### config.mk
export PLATFORM = sky130hd
export DESIGN_NAME = lpif_txrx_x8_q2_slave_txfifo
export DESIGN_NICKNAME = d
export VERILOG_FILES = /design/src/rtl/lpif_txrx_x8_q2_slave_txfifo.sv
export SDC_FILE = /design/constraint.sdc
export NUM_CORES = 2
export LEC_CHECK = 0
export CAP_MARGIN = 10
export CORE_MARGIN = 4
export CORE_UTILIZATION = 30
export CTS_CLUSTER_SIZE = 20
export DETAILED_ROUTE_END_ITERATION = 16
export PLACE_DENSITY = 0.53
export SLEW_MARGIN = 10
export SYNTH_ARGS = -nofsm -noshare
export SYNTH_HDL_FRONTEND = slang
export SYNTH_SLANG_ARGS = --single-unit
### constraint.sdc
create_clock -name i_clk_wr -period 59.2 [get_ports i_clk_wr]
set_input_delay 5.92 -clock i_clk_wr [delete_from_list [all_inputs] [get_ports i_clk_wr]]
set_output_delay 5.92 -clock i_clk_wr [all_outputs]
set_load 0.1 [all_outputs]
### src/rtl/lpif_txrx_x8_q2_slave_txfifo.sv
// Purpose: shallow elastic buffer between the x8/Q2 slave LPIF packer and the link TX path, with optional idle-word drop.
// Latency: 1 cycle push-to-out_vld; show-ahead head, 1 word/cycle sustained when o_out_vld && i_out_rdy.
// Backpressure: o_in_rdy = !full (registered); words offered while full are lost and raise sticky o_overflow.
module lpif_txrx_x8_q2_slave_txfifo #(
    parameter int DEPTH     = 4,
    parameter int WIDTH     = 537,
    parameter bit DROP_IDLE = 1'b1
) (
    input  logic                     i_clk_wr,
    input  logic                     i_rst_wr_n,
    input  logic [WIDTH-1:0]         i_in_data,
    input  logic                     i_in_vld,
    output logic                     o_in_rdy,
    output logic [WIDTH-1:0]         o_out_data,
    output logic                     o_out_vld,
    input  logic                     i_out_rdy,
    output logic [$clog2(DEPTH):0]   o_count,
    output logic                     o_overflow,
    input  logic                     i_ovf_clr
);

    localparam int AW = $clog2(DEPTH);
    localparam int CW = AW + 1;

    logic [WIDTH-1:0] r_mem [DEPTH];
    logic [AW-1:0]    r_wr_ptr;
    logic [AW-1:0]    r_rd_ptr;
    logic [CW-1:0]    r_count;
    logic             r_overflow;

    logic             w_full;
    logic             w_empty;
    logic             w_is_idle;
    logic             w_push;
    logic             w_pop;
    logic             w_ovf_set;

    // Handshake decode; full/empty come only from registered count so
    // neither ready nor valid has a path from the opposite-side inputs.
    always_comb begin
        w_full    = (r_count == CW'(DEPTH));
        w_empty   = (r_count == '0);
        // Idle words complete the handshake but never touch state.
        w_is_idle = DROP_IDLE && !i_in_data[WIDTH-1];
        // No full bypass: a pop in the same cycle does not free a slot.
        w_push    = i_in_vld && !w_full && !w_is_idle;
        // No fall-through: an empty buffer cannot pop the word being pushed.
        w_pop     = !w_empty && i_out_rdy;
        // A word that would have been dropped anyway is not an overflow.
        w_ovf_set = i_in_vld && w_full && !w_is_idle;
    end

    // Storage array: reset clears every entry so the head reads 0 after reset.
    always_ff @(posedge i_clk_wr) begin
        if (!i_rst_wr_n) begin
            for (int i = 0; i < DEPTH; i++) begin
                r_mem[i] <= '0;
            end
        end else if (w_push) begin
            r_mem[r_wr_ptr] <= i_in_data;
        end
    end

    // Pointers wrap naturally modulo DEPTH (power of two); count tracked explicitly.
    always_ff @(posedge i_clk_wr) begin
        if (!i_rst_wr_n) begin
            r_wr_ptr <= '0;
            r_rd_ptr <= '0;
            r_count  <= '0;
        end else begin
            if (w_push) begin
                r_wr_ptr <= r_wr_ptr + AW'(1);
            end
            if (w_pop) begin
                r_rd_ptr <= r_rd_ptr + AW'(1);
            end
            if (w_push && !w_pop) begin
                r_count <= r_count + CW'(1);
            end else if (w_pop && !w_push) begin
                r_count <= r_count - CW'(1);
            end
        end
    end

    // Sticky overflow flag; a new overflow wins over a clear in the same cycle.
    always_ff @(posedge i_clk_wr) begin
        if (!i_rst_wr_n) begin
            r_overflow <= 1'b0;
        end else if (w_ovf_set) begin
            r_overflow <= 1'b1;
        end else if (i_ovf_clr) begin
            r_overflow <= 1'b0;
        end
    end

    // Outputs are pure functions of registered state.
    always_comb begin
        o_in_rdy   = !w_full;
        o_out_vld  = !w_empty;
        o_out_data = r_mem[r_rd_ptr];
        o_count    = r_count;
        o_overflow = r_overflow;
    end

endmodule
[Yosys cells after proc, flatten, opt, wreduce, memory -nomap -nowiden]
Memories as Yosys holds them, arrays and structs flattened. A register that Yosys moved wholly into a read port is not among the register bits.
Cells that the tools add are included.
Storage, ports and cells
  RAM bits: 2148
  memories: 1
  logic and storage cells: 38
  output and inout port bits: 543
  bits of input ports: 542
  flip-flop bits (word level): 8
Memory list
  r_mem: words 4, bits a word 537, rd ports 1, clocked after memory_dff 1, write ports 4, line 25  | logic [WIDTH-1:0] r_mem [DEPTH];
Cells by class
  mux-type cells: 13
  reductions and logical operators: 15
  $add $sub $neg: 4
  eq/ne operators: 1
Operator list (number)
  537-bit two-way mux: 1
  537-bit OR reduction: 1
  1-bit logical AND: 7
  1-bit two-way mux: 7
  2-bit two-way mux: 3
  3-bit two-way mux: 2
  2-bit by 1-bit adder with 2-bit output (second input constant): 2
  1-bit zero test: 4
  2-bit nonzero test: 2
  3-bit by 1-bit adder with 3-bit output (second input constant): 1
  3-bit == test (second input constant): 1
  3-bit zero test: 1
  3-bit by 1-bit subtractor with 3-bit output (second input constant): 1

[Logic depth before layout (Yosys ltp)]
  word-level depth: 9
  gate-level depth with buffers: 10

[Worst setup path before layout]
Ideal clock, no wire load.
  path kind: input to register
  start point: input port i_in_data[536]
  end point: memory r_mem[1][0], enable pin
  data required time: 57018 ps
  path slack: 13621 ps
  library setup time: 2182 ps
  arrival: 43397 ps
  stages on the path: 2
  path through: nand3_1 o21ai_0
RTL lines
  from (decl): line 11  | input logic [WIDTH-1:0] i_in_data,
  to (decl): line 25

==> results.yml <==
die:
  ios: 1085
  rows: 205
  die-area_sq_um: 323000
  initial_utilization_pct: 30.2
  die_h_microns: 568
  die_x_microns: 568
  core_region_area_sq_um: 312000
hold_path:
  min_to: "o_overflow"
  hold_class: "flop to flop"
  hold_depth: 2
  min_from: "o_overflow"
cts:
  clk_pin_slew_ps: 60
  cts_setup_buffers: 0
  cts_hold_buf: 0
  cts_sinks: 2158
  cts-htree-levels: 4
  cts_buffers: 239
  ctsResizeCount: 0
  clockRootBuffer: "clkbuf_16"
  cts_tree: "done"
  clkLatencyLatePin_ps: 850
  clock_path_buffers: 4
sta:
  fin_skew_ps: 47.1
  maxSlewHeadroom_pct: 9.67
  finalHoldViolCount: 0
  rsz0062_at_grt: "no"
  worst_pin_slew_ps: 1350
  tns_ps: 0
  period_needed_ps: 13580
  fin_hold_ws_ps: 501
  fmax_ghz: 0.0736
  slew_violations: 0
  setup_viol: 0
  finalCritPeriodShare_pct: 22.9
place:
  place.gp.congestion: 0.809
  place_inst: 10209
  io_buffers: 1084
  dp_hpwl_mm: 175
setup_path:
  setup.worst_path.end_class: "output pin"
  timing.rr.end: "r_mem[2][372]"
  r2r-start: "o_count[0]"
  cp.required_ps: 53280
  r2r_slack_ps: 52480
  crit_fanout: 89
  worstSetupStartpointType: "flop"
  reg2reg_depth: 9
  cp.arrival_ps: 7660
  critPathKind: "flop to output pin"
synth:
  synthCells: 5425
  ys_types: 34
  ys.flop_type: "edfxtp_1"
  syn-cell-area_sq_um: 94200
  synth_edf_count: 2148
  async_reset_ff_share_pct: 0
  yosys_warnings: 0
  syn_nets: 5969
  avgSynthCellArea_sq_um: 17.4
  yosysSeqAreaShare_pct: 68.7
  synth_seq_cells: 2158
power:
  seqPwrFrac_pct: 34.3
  leakagePower_nw: 45.1
  power_density_nw_per_um2: 46.9
  power_switching_w: 0.00223
  combPwrFrac_pct: 39.3
  vdd_drop_max_v: 0.0000372
  p_sw_share_pct: 41.4
  pwr-share-clk_pct: 26.4
  p_int_w: 0.00316
finish:
  instances_no_fill: 10679
  fin_nets: 6854
  drive_gt1_share_pct: 14.9
  area_delta_synth_final_pct: 22.2
  final_cell_mix: "edfxtp_1, and3_1, clkdlybuf4s50_1"
  layout_commonest_cell: "edfxtp_1"
drt:
  drt-initial-drc-count: 4315
  drt_pass1_iterations: 5
  drc: 0
  wirelength_mm: 282
  viasPerCell: 4.98
  postRouteAntennaNets: 0
  dr_total_vias: 53206
  wire_per_inst_microns: 26.5
global_routing:
  grt_max_degree: 180
  grt_pass1_vias: 54360
  grt_remaining_overflow: 0
  grt_pass1_wl_mm: 403
  grt_usage_pct: 16.9
  grt_antenna_before_repair: 90
status:
  status: "complete, no violations"
job:
  drv_cap: 0
[power by group through the flow]
stage               sequential, W  clock (W)  combinational, W
floorplan                 0.00201          0           0.00158
global placement          0.00188          0           0.00214
detailed placement        0.00188          0           0.00214
CTS                       0.00185    0.00146           0.00215
global route              0.00186    0.00153           0.00219
finish                    0.00185    0.00142           0.00212
[through the flow]
step,worst slack (ps),util (%),total power (W),instance area (sq um)
after floorplan,13620,-,0.00359,94200
after global placement,46220,34.4,0.00402,108000
after detailed placement,46210,34.4,0.00402,108000
after CTS,45210,36.8,0.00546,115000
after global routing,44800,36.8,0.00557,115000
final,45620,36.8,0.00539,115000
[per-layer routing]
| metal | part of all wire, % | track usage [%] | up-vias |
|---|---|---|---|
| li1 | - | - | 23292 |
| met1 | 41 | 21.6 | 27700 |
| met2 | 47 | 27.2 | 1673 |
| met3 | 9.3 | 6.10 | 451 |
| met4 | 2.6 | 4.14 | 90 |
| met5 | 0.20 | 0 | - |
[sequential cells by signal, summed over array words and instances (netlist names), named ones only]
name        flops
r_mem        2148
o_overflow      1
o_count         3
r_wr_ptr        2
r_rd_ptr        2
[cells by family after synthesis]
family / share of synthesized area, %
XOR/XNOR: 0.0372
AND/OR/NAND/NOR: 14.4
AO/OA/AOI/OAI: 0.0678
adder cells (fa/ha/maj): 0.0345
flip-flops: 68.7
multiplexers: 12.9
buffers and inverters: 3.88
[cell type report]
type | instances | area (sq um)
Fill cell | 28990 | 197000
Sequential cell | 2158 | 64700
Multi-Input combinational cell | 2724 | 25900
Timing Repair Buffer | 1182 | 11700
Clock buffer | 313 | 6390
Tap cell | 4140 | 5180
Clock inverter | 124 | 1020
Antenna cell | 33 | 82.6
Inverter | 5 | 26.3
[synthesized netlist by cell type, drive strengths merged, types with 2 or more instances]
library cell / count / area [sq um]
and2: 536 / 3350
and3: 1608 / 10100
buf: 277 / 2620
clkbuf: 261 / 1020
dfxtp: 10 / 200
edfxtp: 2148 / 64500
inv: 5 / 18.8
mux2i: 2 / 20.0
mux4: 537 / 12100
nand2: 3 / 11.3
nand2b: 3 / 18.8
nor2: 10 / 37.5
nor2b: 2 / 12.5
o21ai: 4 / 20.0
or3: 2 / 12.5
xor2: 4 / 35.0
[worst max-delay path: stages, from the launching register on]
cell and delay, ps:
dfxtp_4 940, buf_4 760, buf_4 730, buf_4 710, buf_12 600, buf_4 880, mux4_2 720, clkdlybuf4s50_1 1050
[worst max path at each step]
stage,from,endpoint
4_1_cts,flop,o_out_data[285]
6_report,flop,o_out_data[285]
3_3_place_gp,flop,o_out_data[285]
2_1_floorplan,i_in_data[536],r_mem[1][0]
3_5_place_dp,flop,o_out_data[285]
5_1_grt,flop,o_out_data[285]
Power figures use the tool's default switching activity.
